### src/rtl/counter_pkg.sv
// Shared definitions for the counter start/done handshake blocks.
package counter_pkg;

  typedef enum logic [1:0] {
    IDLE  = 2'd0,
    ISSUE = 2'd1,
    WAIT  = 2'd2,
    CMPL  = 2'd3
  } state_t;

  localparam int unsigned DEF_DWIDTH     = 7;
  localparam int unsigned DEF_DEPTH      = 4;
  localparam int unsigned DEF_TMO_WIDTH  = 16;
  localparam int unsigned DEF_TMO_CYCLES = 1000;

endpackage

### src/rtl/count_job_issuer_if.sv
// Job intake, counter-controller and completion signals of count_job_issuer.
interface count_job_issuer_if #(
  parameter int unsigned DWIDTH = counter_pkg::DEF_DWIDTH
);

  logic              job_valid_i;
  logic              job_ready_o;
  logic [DWIDTH-1:0] job_val_i;
  logic              start_o;
  logic [DWIDTH-1:0] cnt_val_o;
  logic              run_i;
  logic              done_i;
  logic              cmpl_valid_o;
  logic              cmpl_ready_i;
  logic [DWIDTH-1:0] cmpl_val_o;
  logic              cmpl_err_o;

  modport master (
    input  job_valid_i,
    input  job_val_i,
    input  run_i,
    input  done_i,
    input  cmpl_ready_i,
    output job_ready_o,
    output start_o,
    output cnt_val_o,
    output cmpl_valid_o,
    output cmpl_val_o,
    output cmpl_err_o
  );

  modport slave (
    output job_valid_i,
    output job_val_i,
    output run_i,
    output done_i,
    output cmpl_ready_i,
    input  job_ready_o,
    input  start_o,
    input  cnt_val_o,
    input  cmpl_valid_o,
    input  cmpl_val_o,
    input  cmpl_err_o
  );

endinterface

### src/rtl/count_job_fifo.sv
// Synchronous job FIFO; pointers carry an extra wrap bit to tell full from empty.
module count_job_fifo #(
  parameter int unsigned DWIDTH = counter_pkg::DEF_DWIDTH,
  parameter int unsigned DEPTH  = counter_pkg::DEF_DEPTH
) (
  input  logic              clk,
  input  logic              rst,
  input  logic              push,
  input  logic [DWIDTH-1:0] din,
  input  logic              pop,
  output logic              full,
  output logic              empty,
  output logic [DWIDTH-1:0] head
);

  localparam int unsigned AW = $clog2(DEPTH);

  logic [DWIDTH-1:0] mem [DEPTH];
  logic [AW:0]       wr_ptr;
  logic [AW:0]       rd_ptr;

  assign empty = (wr_ptr == rd_ptr);
  assign full  = (wr_ptr[AW] != rd_ptr[AW]) && (wr_ptr[AW-1:0] == rd_ptr[AW-1:0]);
  assign head  = mem[rd_ptr[AW-1:0]];

  always_ff @(posedge clk) begin
    if (rst) begin
      wr_ptr <= '0;
      rd_ptr <= '0;
    end else begin
      if (push && !full) begin
        mem[wr_ptr[AW-1:0]] <= din;
        wr_ptr              <= wr_ptr + (AW+1)'(1);
      end
      if (pop && !empty) begin
        rd_ptr <= rd_ptr + (AW+1)'(1);
      end
    end
  end

endmodule

### src/rtl/count_job_issuer.sv
// Buffers count jobs, issues them one at a time to the counter controller and
// returns an in-order completion record per job, with a watchdog on done.
module count_job_issuer
  import counter_pkg::*;
#(
  parameter int unsigned DWIDTH     = DEF_DWIDTH,
  parameter int unsigned DEPTH      = DEF_DEPTH,
  parameter int unsigned TMO_WIDTH  = DEF_TMO_WIDTH,
  parameter int unsigned TMO_CYCLES = DEF_TMO_CYCLES
) (
  input  logic               clk,
  input  logic               rst,
  count_job_issuer_if.master bus,
  output logic               busy_o
);

  localparam logic [TMO_WIDTH-1:0] TMO_LAST = TMO_WIDTH'(TMO_CYCLES - 1);

  state_t                state;
  logic [TMO_WIDTH-1:0]  wdog;
  logic                  fifo_push;
  logic                  fifo_pop;
  logic                  fifo_full;
  logic                  fifo_empty;
  logic [DWIDTH-1:0]     fifo_head;
  logic                  head_zero;

  assign head_zero       = (fifo_head == '0);
  assign fifo_push       = bus.job_valid_i && !fifo_full;
  // Zero counts are popped straight from IDLE; real jobs leave the FIFO in ISSUE.
  assign fifo_pop        = (state == ISSUE) ||
                           ((state == IDLE) && !fifo_empty && head_zero);
  assign bus.job_ready_o = !fifo_full;
  assign busy_o          = (state != IDLE) || !fifo_empty;

  count_job_fifo #(
    .DWIDTH (DWIDTH),
    .DEPTH  (DEPTH)
  ) u_fifo (
    .clk   (clk),
    .rst   (rst),
    .push  (fifo_push),
    .din   (bus.job_val_i),
    .pop   (fifo_pop),
    .full  (fifo_full),
    .empty (fifo_empty),
    .head  (fifo_head)
  );

  always_ff @(posedge clk) begin
    if (rst) begin
      state            <= IDLE;
      wdog             <= '0;
      bus.start_o      <= 1'b0;
      bus.cnt_val_o    <= '0;
      bus.cmpl_valid_o <= 1'b0;
      bus.cmpl_val_o   <= '0;
      bus.cmpl_err_o   <= 1'b0;
    end else begin
      bus.start_o <= 1'b0;
      case (state)
        IDLE: begin
          if (!fifo_empty) begin
            if (head_zero) begin
              state            <= CMPL;
              bus.cmpl_valid_o <= 1'b1;
              bus.cmpl_val_o   <= '0;
              bus.cmpl_err_o   <= 1'b1;
            end else begin
              state         <= ISSUE;
              bus.start_o   <= 1'b1;
              bus.cnt_val_o <= fifo_head;
            end
          end
        end
        ISSUE: begin
          state <= WAIT;
          wdog  <= '0;
        end
        WAIT: begin
          // done_i takes priority over a timeout landing in the same cycle
          if (bus.done_i) begin
            state            <= CMPL;
            bus.cmpl_valid_o <= 1'b1;
            bus.cmpl_val_o   <= bus.cnt_val_o;
            bus.cmpl_err_o   <= 1'b0;
          end else if (wdog == TMO_LAST) begin
            state            <= CMPL;
            bus.cmpl_valid_o <= 1'b1;
            bus.cmpl_val_o   <= bus.cnt_val_o;
            bus.cmpl_err_o   <= 1'b1;
          end else if (wdog != '1) begin
            wdog <= wdog + TMO_WIDTH'(1);
          end
        end
        CMPL: begin
          if (bus.cmpl_ready_i) begin
            state            <= IDLE;
            bus.cmpl_valid_o <= 1'b0;
          end
        end
        default: state <= IDLE;
      endcase
    end
  end

endmodule

### src/flat_wrapper.sv
// flat-port wrapper written by rule: the top's interface ports become plain ports
module count_job_issuer_flat import counter_pkg::*;
#(
  parameter int unsigned DWIDTH     = DEF_DWIDTH,
  parameter int unsigned DEPTH      = DEF_DEPTH,
  parameter int unsigned TMO_WIDTH  = DEF_TMO_WIDTH,
  parameter int unsigned TMO_CYCLES = DEF_TMO_CYCLES
)
  (clk, rst, busy_o, bus_job_valid_i, bus_job_val_i, bus_run_i, bus_done_i, bus_cmpl_ready_i, bus_job_ready_o, bus_start_o, bus_cnt_val_o, bus_cmpl_valid_o, bus_cmpl_val_o, bus_cmpl_err_o);
  count_job_issuer_if #(.DWIDTH(DWIDTH)) bus_i ();
  input  logic clk;
  input  logic rst;
  output logic busy_o;
  input wire logic [$bits(bus_i.job_valid_i)-1:0] bus_job_valid_i;
  input wire logic [$bits(bus_i.job_val_i)-1:0] bus_job_val_i;
  input wire logic [$bits(bus_i.run_i)-1:0] bus_run_i;
  input wire logic [$bits(bus_i.done_i)-1:0] bus_done_i;
  input wire logic [$bits(bus_i.cmpl_ready_i)-1:0] bus_cmpl_ready_i;
  output wire logic [$bits(bus_i.job_ready_o)-1:0] bus_job_ready_o;
  output wire logic [$bits(bus_i.start_o)-1:0] bus_start_o;
  output wire logic [$bits(bus_i.cnt_val_o)-1:0] bus_cnt_val_o;
  output wire logic [$bits(bus_i.cmpl_valid_o)-1:0] bus_cmpl_valid_o;
  output wire logic [$bits(bus_i.cmpl_val_o)-1:0] bus_cmpl_val_o;
  output wire logic [$bits(bus_i.cmpl_err_o)-1:0] bus_cmpl_err_o;
  assign bus_i.job_valid_i = bus_job_valid_i;
  assign bus_i.job_val_i = bus_job_val_i;
  assign bus_i.run_i = bus_run_i;
  assign bus_i.done_i = bus_done_i;
  assign bus_i.cmpl_ready_i = bus_cmpl_ready_i;
  assign bus_job_ready_o = bus_i.job_ready_o;
  assign bus_start_o = bus_i.start_o;
  assign bus_cnt_val_o = bus_i.cnt_val_o;
  assign bus_cmpl_valid_o = bus_i.cmpl_valid_o;
  assign bus_cmpl_val_o = bus_i.cmpl_val_o;
  assign bus_cmpl_err_o = bus_i.cmpl_err_o;
  count_job_issuer #(.DWIDTH(DWIDTH), .DEPTH(DEPTH), .TMO_WIDTH(TMO_WIDTH), .TMO_CYCLES(TMO_CYCLES)) u_core (.clk(clk), .rst(rst), .bus(bus_i), .busy_o(busy_o));
endmodule
### config.mk
export PLATFORM = sky130hd
export DESIGN_NAME = count_job_issuer_flat
export DESIGN_NICKNAME = d
export VERILOG_FILES = /design/src/rtl/counter_pkg.sv /design/src/rtl/count_job_issuer_if.sv /design/src/rtl/count_job_fifo.sv /design/src/rtl/count_job_issuer.sv /design/src/flat_wrapper.sv
export SDC_FILE = /design/constraint.sdc
export NUM_CORES = 1
export LEC_CHECK = 0
export ABC_AREA = 1
export CORE_ASPECT_RATIO = 1.75
export CORE_MARGIN = 2
export CORE_UTILIZATION = 35
export CTS_BUF_LIST = sky130_fd_sc_hd__clkbuf_2
export DETAILED_ROUTE_END_ITERATION = 12
export DONT_BUFFER_PORTS = 1
export PLACE_DENSITY = 0.58
export SLEW_MARGIN = 20
export SYNTH_ARGS = -nofsm -noshare
export SYNTH_HDL_FRONTEND = slang
export SYNTH_SLANG_ARGS = --single-unit
### constraint.sdc
create_clock -name clk -period 1.7 [get_ports clk]
set_clock_uncertainty 0.2 [all_clocks]
set_input_delay 0.17 -clock clk [delete_from_list [all_inputs] [get_ports clk]]
set_output_delay 0.17 -clock clk [all_outputs]
set_load 0.01 [all_outputs]
# After elaboration in Yosys (flattened, before gate mapping)
# Memory sizes are Yosys's and may differ from the RTL's. A register that Yosys moved wholly into a read port is not among the register bits.
# Cells that the tools add are included.
# W data, S select, Z words.
totals:
  regBits: 41
  mem_bits_rw: 28
  elab_cells: 82
  n_memories: 1
op_classes:
  n_addsub: 3
  n_eq_ne: 15
  n_mux: 29
  n_bitwise: 3
  reduce_logical: 22
memory_table:
  columns: ["memory", "words", "width", "rd", "rd_ports_with_merged_regs", "wr", "line_no", "source"]
  rows:
  - ["u_core.u_fifo.mem", 4, 7, 1, 1, 1, "count_job_fifo.sv:18", "logic [DWIDTH-1:0] mem [DEPTH];"]
ops:
  columns: ["cell", "n"]
  rows:
  - ["$mux W16", 3]
  - ["$pmux W16 S2", 1]
  - ["$mux W7", 4]
  - ["$add A16 B1 Y16 const B", 1]
  - ["$eq A16 B10 Y1 const B", 1]
  - ["$ne A16 B16 Y1 const B", 1]
  - ["$mux W2", 7]
  - ["$pmux W7 S2", 1]
  - ["$mux W1", 10]
  - ["$ne A2 B2 Y1 const B", 4]
  - ["$pmux W2 S4", 1]
  - ["$reduce_and A4 Y1", 2]
  - ["$logic_not A7 Y1", 1]
  - ["$add A3 B1 Y3 const B", 2]
  - ["$logic_and A1 B1 Y1", 6]
  - ["$reduce_and A3 Y1", 2]
  - ["$reduce_bool A2 Y1", 3]
  - ["$reduce_and A5 Y1", 1]
  - ["$eq A2 B2 Y1 const B", 2]
  - ["$ne A2 B1 Y1 const B", 2]
  - ["$eq A3 B3 Y1", 1]
  - ["$ne A3 B2 Y1 const B", 1]
  - ["$not A1 Y1", 3]
  - ["$pmux W1 S3", 1]
  - ["9 further kinds", 11]

# Longest topological paths before layout
# Gate-level depths: netlist of the first run.
depth:
  depth_word: 8
  ltp_mapped: 13
  ltp_nobuf: 12

# Hierarchy
# From an unflattened synthesis of the first run, not the netlist that was laid out.
hier_totals:
  hier_cells: 494
  area_unflattened_um2: 3749.8
modules_own_cells:
  columns: ["module", "n_inst", "cells_per_inst", "area_each_um2", "seq_area_each_um2"]
  rows:
  - ["count_job_issuer", 1, 352, 2204.6, 700.7]
  - ["count_job_fifo", 1, 142, 1545.2, 1001.0]

# Worst setup path before layout of the first run
# No wires, ideal clock.
synth_timing:
  path_type: "register to register"
  startpoint: "register u_core.u_fifo.wr_ptr[1]"
  endpoint: "memory u_core.u_fifo.mem[0][0] in the netlist's numbering (enable)"
  setup_time_ns: 0.360
  t_arrival_ns: 1.412
  required_ns: 1.140
  setup_slack_ns: -0.272
  path_stages_with_launch: 10
  n_path_buf: 0
  cell_sequence: "dfxtp_1 -> inv_1 -> nand2_1 -> nand2_1 -> and2_1 -> nand3_1 -> nand2_1 -> inv_1 -> nand2_1 -> nor2_1"
synth_via:
  elab_chain_len: 8
synth_rtl:
  columns: ["element", "line_no", "source"]
  rows:
  - ["from (decl)", "count_job_fifo.sv:19", "logic [AW:0] wr_ptr;"]
  - ["from (signal assigned)", "count_job_fifo.sv:33", "wr_ptr <= wr_ptr + (AW+1)'(1);"]
  - ["$eq A2 B2 Y1 (*)", "count_job_fifo.sv:23", "assign full = (wr_ptr[AW] != rd_ptr[AW]) && (wr_ptr[AW-1:0] == rd_ptr[AW-1:0]);"]
  - ["$logic_and A1 B1 Y1 (*)", "count_job_fifo.sv:23", null]
  - ["$logic_not A1 Y1 (*)", null, null]
  - ["named net bus_job_ready_o", "flat_wrapper.sv:19", "output wire logic [$bits(bus_i.job_ready_o)-1:0] bus_job_ready_o;"]
  - ["$logic_and A1 B1 Y1", "count_job_issuer.sv:29", "assign fifo_push = bus.job_valid_i && !fifo_full;"]
  - ["$logic_and A1 B1 Y1 (*)", "count_job_fifo.sv:31", "if (push && !full) begin"]
  - ["$mux W1 (*)", "count_job_fifo.sv:31", null]
  - ["$mux W1 (*)", "count_job_fifo.sv:27", "if (rst) begin"]
  - ["$mux W1 (implied by the code) (*)", "count_job_fifo.sv:32", "mem[wr_ptr[AW-1:0]] <= din;"]
  - ["to (decl)", "count_job_fifo.sv:18", null]
# The timed path passes the listed nets; every way through them passes the cells marked *.

# Final worst setup path of the first run
layout_timing:
  startpoint: "register u_core.wdog[0]"
  endpoint: "register u_core.wdog[4]"
layout_via:
  elab_chain_len: 5
  elab_cells_between_ends: 10
layout_rtl:
  columns: ["element", "line_no", "source"]
  rows:
  - ["from (decl)", "count_job_issuer.sv:20", "logic [TMO_WIDTH-1:0] wdog;"]
  - ["from (signal assigned)", "count_job_issuer.sv:93", "wdog <= wdog + TMO_WIDTH'(1);"]
  - ["$add A16 B1 Y16", "count_job_issuer.sv:93", null]
  - ["$mux W16", "count_job_issuer.sv:92", "end else if (wdog != '1) begin"]
  - ["$mux W16", "count_job_issuer.sv:87", "end else if (wdog == TMO_LAST) begin"]
  - ["$mux W16", "count_job_issuer.sv:82", "if (bus.done_i) begin"]
  - ["$pmux W16 S2", "count_job_issuer.sv:61", "case (state)"]
# Parallel ways exist; a longest one is shown, timed or not. The select of a mux whose other input is x is not followed.
# A chain may end at the register's enable or synchronous reset.

==> results of run 1 <==
## worst min-delay path by stage
stage               slack, ps  depth (start not counted)                       to
floorplan                  70                          0  u_core.u_fifo.mem[0][0]
global placement           40                          1          u_core.wdog[11]
detailed placement         40                          1          u_core.wdog[14]
CTS                        70                          1  u_core.u_fifo.mem[3][1]
global route               90                          1  u_core.u_fifo.mem[0][0]
finish                    130                          1  u_core.u_fifo.mem[2][4]
## registers in the layout, indices dropped and copies added (netlist names), named ones only
signal / count
u_core.state: 2
u_core.wdog: 16
u_core.bus.cmpl_valid_o: 1
u_core.bus.cnt_val_o: 7
u_core.u_fifo.wr_ptr: 3
u_core.bus.start_o: 1
u_core.u_fifo.mem: 28
u_core.bus.cmpl_err_o: 1
u_core.u_fifo.rd_ptr: 3
u_core.bus.cmpl_val_o: 7
## area by class of cell
type                            instances  area share
Clock buffer                           12      0.0108
Multi-Input combinational cell        311       0.396
Clock inverter                          4      0.0130
Inverter                               52      0.0400
Tap cell                              125      0.0281
Antenna cell                            1    0.000449
Timing Repair Buffer                  123       0.201
Sequential cell                        71       0.310
## report_power, final
part           internal [mW]  switching [mW]
Sequential              2.07           0.378
Combinational           2.01            2.34
Clock                  0.502           0.589
Total                   4.58            3.31
## synth_stat cells (all sizes together)
cell type / count
nor3: 6
or2: 1
inv: 51
ha: 11
edfxtp: 28
nor2: 63
clkinv: 1
nand4: 3
nand2: 129
buf: 6
nor3b: 1
clkbuf: 4
nand3: 35
xor2: 8
xnor2: 2
o21ai: 10
o21bai: 8
a21oi: 30
dfxtp: 43
and2: 1
## layout by cell type (no fill, tap or decap), types with 4 or more instances in the layout
cell type and n:
a21oi_1 5, inv_1 35, nand3_2 13, o21ai_2 5, inv_2 11, o21bai_1 8, buf_12 4, dlygate4sd3_1 11
buf_6 27, nand2_1 71, dfxtp_2 17, nor2_4 14, ha_4 5, clkbuf_2 12, nand3_4 4, xor2_1 8
nand3_1 18, nand2_2 41, dfxtp_1 25, nor2_1 37, o21ai_4 4, nand2_4 17, nor3_1 4, a21oi_2 24
ha_1 6, edfxtp_1 28, nor2_2 12, buf_4 80
## worst max-delay path, cell delays in order (launching register included)
cell and delay (ps):
dfxtp_2 400, ha_4 160, nand3_2 80, inv_2 90
nand2_4 60, nor2_4 100, nor2_4 70, buf_6 120
a21oi_4 220, buf_6 180, nand2_2 60, a21oi_2 110
## repair_timing
item,4_1_cts,5_1_grt
cloned,5,0
setup endpoints to repair,70,73
pin swaps,42,51
buffers inserted,31,15
hold endpoints to repair,99,0
gates resized for setup,126,95
hold buffers,12,0
## per-stage QoR
step	setup slack [ps]	hold slack (ps)
finish	-225	134
global route	-345	90.8
CTS	-308	68.1
detailed placement	-239	38.9
global placement	-168	36.8
floorplan	-35.6	68.9
## layer usage
metal  routed length (um)  GRT usage  vias to the layer above
met2                 6160      0.373                       67
met4                  444      0.126                        0
met1                 3280      0.169                     1596
met3                  311     0.0491                       30
met5                    0          0                        -
li1                     -          -                     1668
## cells by family after synthesis
logic type      Yosys count  synth area share
fa+ha+maj                11            0.0394
simple gates            239             0.290
buf+inv                  62            0.0778
flops                    71             0.488
xor+xnor                 10            0.0251
compound gates           48            0.0800
==> impl_metrics.json, run 1 <==
{
  "run_status": "complete, but fails checks",
  "violations": "setup timing",
  "synth_area_leaders": "dfxtp_1 (25%), edfxtp_1 (24%), nand2_1 (13%)",
  "grt_remaining_overflow": 0,
  "antenna_found_initial": 1,
  "required_ps": 1970,
  "totalPowerFinal_mw": 7.89,
  "grt_pass1_vias": 3435,
  "antenna_left": 0,
  "hold_viol_final": 0,
  "crit_type": "reg2reg",
  "grt_max_degree": 28,
  "reg2reg_from": "u_core.wdog[0]",
  "synth_cell_types": 31,
  "clock-root-buffer": "clkbuf_2",
  "postLayoutCoreUtil": 0.569,
  "cp-endpoint": "u_core.wdog[4]",
  "yosys_warnings": 0,
  "synth_top_area_frac": 0.247,
  "r2r_cells": 11,
  "track_usage": 0.194,
  "start_kind": "register",
  "hpwl_mm": 6.42,
  "postPlaceCellArea_um2": 4230,
  "ys_seq_area_frac": 0.488,
  "clk_latency_ps": 540,
  "power_per_cell_area_nw_per_um2": 1420,
  "rsz0062_at_grt": "yes",
  "drt_iter0_drc": 152,
  "grt_pass1_wl_mm": 15.8,
  "postSynthCellCount": 441,
  "slew_viol_final": 0,
  "min_from": "bus_job_val_i[4]",
  "final_cell_area_um2": 5570,
  "h-tree-depth": 3,
  "crit_fanout": 5,
  "max_cap_viol_count": 0,
  "setup_viol": 66,
  "r2r_slack_ps": -220,
  "power.leakage_nw": 2.32,
  "io_pins": 32,
  "place_inst": 629,
  "slew_headroom": 0.742,
  "fmax_ghz": 0.520,
  "ys_seq_elements": 71,
  "die_w_um": 79.5,
  "wirelength_mm": 10.2,
  "reg2reg_to": "u_core.wdog[4]",
  "fin_crit_ps": 1920,
  "cts.sinks": 71,
  "syn_nets": 465,
  "drive_above_1_share": 0.539,
  "fin_tns_setup_ps": -6210,
  "dieArea_um2": 10800,
  "place_congestion": 0.814,
  "yosys.area.top_type": "dfxtp_1",
  "crit_start": "u_core.wdog[0]",
  "wl_per_cell_um": 14.6,
  "core_um2": 9790,
  "finalCritPeriodShare": 1.13,
  "fillers": 816,
  "area_growth_pct": 59.7,
  "ff_latch_area_um2": 1730,
  "vdd_drop_max_mv": 0.702,
  "vias_per_cell": 4.81,
  "design.final.nets": 592,
  "port_buffers": 0,
  "vias": 3361,
  "die_y_um": 136,
  "layout.cells.non_filler": 699,
  "cp.arrival_ps": 2200,
  "worst_slack_ps": -225,
  "avgSynthCellArea_um2": 7.91,
  "end_kind": "register",
  "cts_made_buffers": 9,
  "hold_class": "in2reg",
  "clk_path_buf_depth": 2,
  "drc": 0,
  "firstDrtPassIters": 6,
  "rows": 48,
  "clk_pin_slew_worst_paths_ps": 200,
  "multi_input_area_um2": 2210,
  "start_util": 0.356,
  "cts_tree": "done",
  "synthesis.area_um2": 3490,
  "worst_pin_slew_ps": 386
}
Note: power is estimated with default switching activity, not from simulation.
==> run 2: changes to the inputs <==
--- a/config.mk
+++ b/config.mk
@@ -12,7 +12,6 @@
 export CTS_BUF_LIST = sky130_fd_sc_hd__clkbuf_2
 export DETAILED_ROUTE_END_ITERATION = 12
 export DONT_BUFFER_PORTS = 1
-export PLACE_DENSITY = 0.58
 export SLEW_MARGIN = 20
 export SYNTH_ARGS = -nofsm -noshare
 export SYNTH_HDL_FRONTEND = slang
==> run 2 against run 1 <==
Net effect: first-iteration DRC count down 24%; flip-flop and latch count unchanged; clock power is essentially flat; routed wire length down 2.4%; non-clock buffer count fell by 13; worst setup slack got worse by 7.0 ps; utilization decreased by 1.6 points; sequential share of layout area is 0.89 points higher; highest routed layer unchanged; largest power group unchanged; the run still ends with setup timing left.
==> impl_metrics.json, run 2 (synthesis results as in run 1) <==
{
  "crit_slowest_cell": "dfxtp_2",
  "worst_path_largest_cell_delay_ps": 390,
  "io_pins": 32,
  "grt_remaining_overflow": 0,
  "start_util": 0.356,
  "reg2reg_from": "u_core.wdog[1]",
  "totalPowerFinal_mw": 7.78,
  "vias": 3313,
  "postLayoutCoreUtil": 0.553,
  "fmax_ghz": 0.518,
  "wl_per_cell_um": 14.5,
  "final_cell_area_um2": 5420,
  "required_ps": 1330,
  "clock-root-buffer": "clkbuf_2",
  "reg2reg_to": "u_core.wdog[1]",
  "power_frac_clock": 0.144,
  "rows": 48,
  "antenna_found_initial": 1,
  "crit_type": "reg2out",
  "topRoutingLayerUsed": "met4",
  "grt_max_degree": 28,
  "worst_slack_ps": -232,
  "clk_latency_ps": 540,
  "start_kind": "register",
  "firstDrtPassIters": 4,
  "crit_buf_inv": 3,
  "violations": "setup timing",
  "power.leakage_nw": 2.27,
  "drt_iter0_drc": 115,
  "h-tree-depth": 3,
  "track_usage": 0.186,
  "pre_cts_slack_ps": -197,
  "fin_tns_setup_ps": -4370,
  "die_y_um": 136,
  "grt_pass1_wl_mm": 15.1,
  "met2_length_mm": 5.86,
  "path_cells": "inv_4 > ha_4 > nand4_1 > buf_4 > buf_6",
  "fin_crit_ps": 1930,
  "clk_path_buf_depth": 2,
  "mostFrequentLayoutCell": "buf_4",
  "wirelength_mm": 9.95,
  "antenna_left": 0,
  "run_status": "complete, but fails checks",
  "drive_above_1_share": 0.510,
  "largest_register_ff_count": 28,
  "crit_fanout": 4,
  "path_delay_family": "flip-flops",
  "rsz0062_at_grt": "yes",
  "grt_pass1_vias": 3281,
  "cts_tree": "done",
  "dieArea_um2": 10800,
  "min_from": "bus_job_val_i[0]",
  "place_congestion": 0.844,
  "port_buffers": 0,
  "hold_viol_final": 0,
  "setup_viol": 70,
  "power_per_cell_area_nw_per_um2": 1440,
  "cp.arrival_ps": 1560,
  "seqPwrFrac": 0.318,
  "hpwl_mm": 6.34,
  "cts_made_buffers": 9,
  "wl_met3_um": 309,
  "p_int_mw": 4.42,
  "min_path_cells": 1,
  "end_kind": "primary output",
  "final_cell_mix": "buf_4 (81), nand2_1 (69), nand2_2 (42)",
  "hold_class": "in2reg",
  "slew_viol_final": 0,
  "p_sw_mw": 3.37,
  "die_w_um": 79.5,
  "vdd_drop_max_mv": 0.684,
  "core_um2": 9790,
  "fillers": 865,
  "cts.sinks": 71,
  "combPwrFrac": 0.539,
  "r2r_cells": 11,
  "postPlaceCellArea_um2": 4200,
  "vias_per_cell": 4.82,
  "clk_pin_slew_worst_paths_ps": 210,
  "max_cap_viol_count": 0,
  "hold_end": "u_core.u_fifo.mem[0][0]",
  "slew_headroom": 0.735,
  "worst_pin_slew_ps": 396,
  "drc": 0,
  "swShare": 0.433,
  "wirelength_met1_mm": 3.29,
  "design.final.nets": 580,
  "area_growth_pct": 55.2,
  "r2r_slack_ps": -160,
  "finalCritPeriodShare": 1.14
}
==> run 2: changes by cell type in the layout (fill, tap and decap cells not counted), sizes merged <==
cell | before | now
buf | 112 | 99
clkbuf | 12 | 11
clkinv | 1 | 4
clkinvlp | 1 | 0
inv | 52 | 51
nand3 | 35 | 36
==> run 2: timing repair <==
item | CTS | global route
endpoints found under the hold margin | 99 | 0
buffers inserted | 22 | 5
gates resized for setup | 124 | 73
pin swaps | 37 | 41
setup endpoints to repair | 70 | 71
gates cloned | 5 | 0
hold buffers | 12 | 0
==> run 2: through the flow <==
| stage | std cells | hold WS, ps |
|---|---|---|
| after global placement | 626 | 36.5 |
| after CTS | 681 | 85.0 |
| after detailed placement | 626 | 39.8 |
| after floorplan | 441 | 68.9 |
| after global routing | 687 | 95.9 |
| final | 687 | 131 |
==> run 2: worst max path at each step <==
stage	from	endpoint	slack (ps)	depth (start not counted)
finish	u_core.state[1]	busy_o	-230	5
floorplan	u_core.wdog[1]	u_core.wdog[11]	-40	10
detailed placement	u_core.state[1]	u_core.bus.cmpl_val_o[5]	-200	9
global placement	u_core.state[1]	u_core.bus.cmpl_val_o[3]	-170	9
global route	u_core.u_fifo.wr_ptr[1]	busy_o	-330	7
CTS	u_core.state[1]	busy_o	-270	5
==> run 2: final cells by class <==
| type | instances | area [um2] | area share |
|---|---|---|---|
| multi-input combinational | 312 | 2200 | 0.406 |
| timing repair buffer | 110 | 967 | 0.179 |
| clock inverter | 5 | 82.6 | 0.0152 |
| antenna | 1 | 2.50 | 0.000462 |
| tap | 125 | 156 | 0.0289 |
| inverter | 52 | 228 | 0.0420 |
| sequential | 71 | 1730 | 0.319 |
| clock buffer | 11 | 55.1 | 0.0102 |
==> run 2: power groups by stage <==
stage	combinational (mW)	clock, mW	sequential, mW
2_1_floorplan	1.64	0	2.35
3_3_place_gp	2.41	0	2.44
3_5_place_dp	2.47	0	2.45
4_1_cts	3.71	1.15	2.45
5_1_grt	4.53	1.22	2.51
6_report	4.19	1.12	2.47
==> run 2: layer usage <==
layer  track usage  up-vias
li1              -     1652
met1         0.162     1560
met2         0.358       64
met3        0.0425       37
met4         0.130        0
met5             0        -
==> run 3: changes to the inputs <==
--- a/config.mk
+++ b/config.mk
@@ -15,4 +15,5 @@
 export SLEW_MARGIN = 20
 export SYNTH_ARGS = -nofsm -noshare
 export SYNTH_HDL_FRONTEND = slang
+export SYNTH_HIERARCHICAL = 1
 export SYNTH_SLANG_ARGS = --single-unit
==> run 3 against run 2 <==
Net effect: the run ends with hold timing, setup timing left; flip-flop and latch count stayed put; first-iteration DRC count rose by 11%; worst setup slack got worse by 50 ps; register-to-register slack got worse by 120 ps; utilization fell by 3.4 points; synthesized cell count rose by 12%; critical path type is now reg2reg; largest cell class unchanged; highest routed layer unchanged.
==> impl_metrics.json, run 3 <==
{
  "run_status": "complete, but fails checks",
  "violations": "hold timing, setup timing",
  "avgSynthCellArea_um2": 7.59,
  "yosys_warnings": 6,
  "power_frac_clock": 0.150,
  "hold_class": "in2reg",
  "synth_common_cells": "nand2_1 (108), nor2_1 (99), inv_1 (51)",
  "cp.arrival_ps": 2240,
  "grt_pass1_wl_mm": 16.6,
  "fin_tns_setup_ps": -11590,
  "grt_pass1_vias": 3697,
  "track_usage": 0.187,
  "worst_path_largest_cell_delay_ps": 410,
  "synthesis.area_um2": 3750,
  "vias_per_cell": 4.92,
  "port_buffers": 0,
  "grt_remaining_overflow": 0,
  "synth_top_area_frac": 0.230,
  "firstDrtPassIters": 5,
  "required_ps": 1960,
  "syn_nets": 519,
  "clk_latency_ps": 520,
  "crit_slowest_cell": "dfxtp_4",
  "cts.sinks": 71,
  "synthArstFlopShare": 0,
  "clk_path_buf_depth": 2,
  "design.final.nets": 633,
  "hold_buffers": 12,
  "ys_seq_area_frac": 0.454,
  "cts_tree": "done",
  "drc": 0,
  "synth_area_leaders": "dfxtp_1 (23%), edfxtp_1 (22%), nand2_1 (11%)",
  "p_int_mw": 3.99,
  "final_cell_mix": "nand2_1 (84), nor2_1 (82), buf_4 (77)",
  "rsz0062_at_grt": "yes",
  "combPwrFrac": 0.502,
  "end_kind": "register",
  "ys_seq_elements": 71,
  "synthSimpleGateAreaFrac": 0.331,
  "vias": 3663,
  "swShare": 0.400,
  "drive_above_1_share": 0.421,
  "mostFrequentLayoutCell": "nand2_1",
  "holdWs_ps": -531,
  "finalCritPeriodShare": 1.17,
  "max_cap_viol_count": 0,
  "place_inst": 683,
  "die_w_um": 82.2,
  "hpwl_mm": 7.40,
  "fmax_ghz": 0.505,
  "worst_slack_ps": -282,
  "pre_cts_slack_ps": -307,
  "dieArea_um2": 11600,
  "core_um2": 10600,
  "place_congestion": 0.900,
  "drt_iter0_drc": 128,
  "grt_max_degree": 20,
  "h-tree-depth": 3,
  "power_per_cell_area_nw_per_um2": 1210,
  "crit_fanout": 6,
  "synth_cell_types": 33,
  "path_cells": "buf_12 > nor2_1 > o22ai_2 > nor2_1 > nand3_1 > nor2_4 > nand2_4 > o21ai_4 > buf_4 > nand3_1 > nand2_1 > nor2_1",
  "crit_top_cell": "nor2_1",
  "vdd_drop_max_mv": 1.04,
  "synth_xor_area_frac": 0,
  "die_y_um": 141,
  "io_pins": 32,
  "worst_pin_slew_ps": 558,
  "rows": 50,
  "power.leakage_nw": 2.26,
  "start_kind": "register",
  "synth_fa_ha_area_frac": 0.0400,
  "layout.cells.non_filler": 744,
  "clock-root-buffer": "clkbuf_2",
  "p_sw_mw": 2.67,
  "start_util": 0.355,
  "largest_register_ff_count": 28,
  "crit_type": "reg2reg",
  "yosys.area.top_type": "dfxtp_1",
  "synth_mux_area_frac": 0,
  "cts_made_buffers": 9,
  "synth_top_family_by_area": "simple AND/OR/NAND/NOR gates",
  "yosysMostFrequentCell": "nand2_1",
  "slew_headroom": 0.627,
  "synth_compound_gate_area_share": 0.0968,
  "slew_viol_final": 0,
  "totalPowerFinal_mw": 6.66,
  "postSynthCellCount": 494,
  "wirelength_mm": 10.6,
  "antenna_left": 0,
  "area_growth_pct": 46.3,
  "synth_flop_cell": "dfxtp_1",
  "antenna_found_initial": 1,
  "synth_edf_count": 28,
  "hold_viol_final": 32,
  "setup_viol": 70,
  "seqPwrFrac": 0.348,
  "wl_per_cell_um": 14.2,
  "clk_pin_slew_worst_paths_ps": 210,
  "fin_crit_ps": 1980
}
## run 3: through the flow
step                      cell area (um2)  utilization
final                                5490        0.519
after floorplan                      3840            -
after global routing                 5490        0.519
after global placement               4520        0.427
after detailed placement             4520        0.427
after CTS                            5200        0.491
## run 3: power groups by stage
stage	clock network (mW)	registers (mW)	logic, mW
4_1_cts	1.03	2.31	3.00
3_5_place_dp	0	2.33	2.42
2_1_floorplan	0	2.27	1.49
6_report	1.00	2.31	3.34
3_3_place_gp	0	2.32	2.37
5_1_grt	1.09	2.34	3.67
## run 3: what timing repair did
| item | CTS | global route |
|---|---|---|
| endpoints found under the setup margin | 70 | 72 |
| endpoints found under the hold margin | 99 | 32 |
| buffers inserted | 26 | 13 |
| pin swaps | 26 | 40 |
| gates cloned | 2 | 1 |
| gates resized for setup | 68 | 78 |
## run 3: worst paths after layout
check | start | endpoint | slack [ps] | depth (start not counted)
max | register | u_core/bus.cmpl_val_o[4] | -280 | 12
min reg2reg | u_core/wdog[8] | u_core/wdog[8] | 320 | 2
min | rst | u_core/wdog[1] | -530 | 1
max reg2reg | register | u_core/bus.cmpl_val_o[4] | -280 | 12
## run 3: kinds of logic (layout without fill, tap and decap cells)
group,Yosys count,after routing
compound gates,63,64
fa+ha+maj,12,12
buf+inv,73,191
flops,71,71
other cells,0,1
simple gates,275,275
## run 3: layout make-up
| type | instances | area [um2] |
|---|---|---|
| multi-input cells | 351 | 2160 |
| diodes | 1 | 2.50 |
| clock inverters | 6 | 68.8 |
| inverters | 61 | 249 |
| well taps | 130 | 163 |
| clock buffers | 10 | 50.0 |
| flip-flops and latches | 71 | 1740 |
| fillers | 994 | 5090 |
| repair buffers | 114 | 1060 |
## run 3: critical path, delay by kind of cell (launching register included)
family                 cells  cell delay, ps
AOI/OAI and AO/OA          2             210
buffers and inverters      2             300
DFF                        1             410
and+or+nand+nor            8             820
## run 3: routing by layer
layer	up-vias	track usage	part of all wire
li1	1839	-	-
met1	1710	0.170	0.34
met2	82	0.370	0.59
met3	32	0.0429	0.036
met4	0	0.0816	0.038
met5	-	0	0
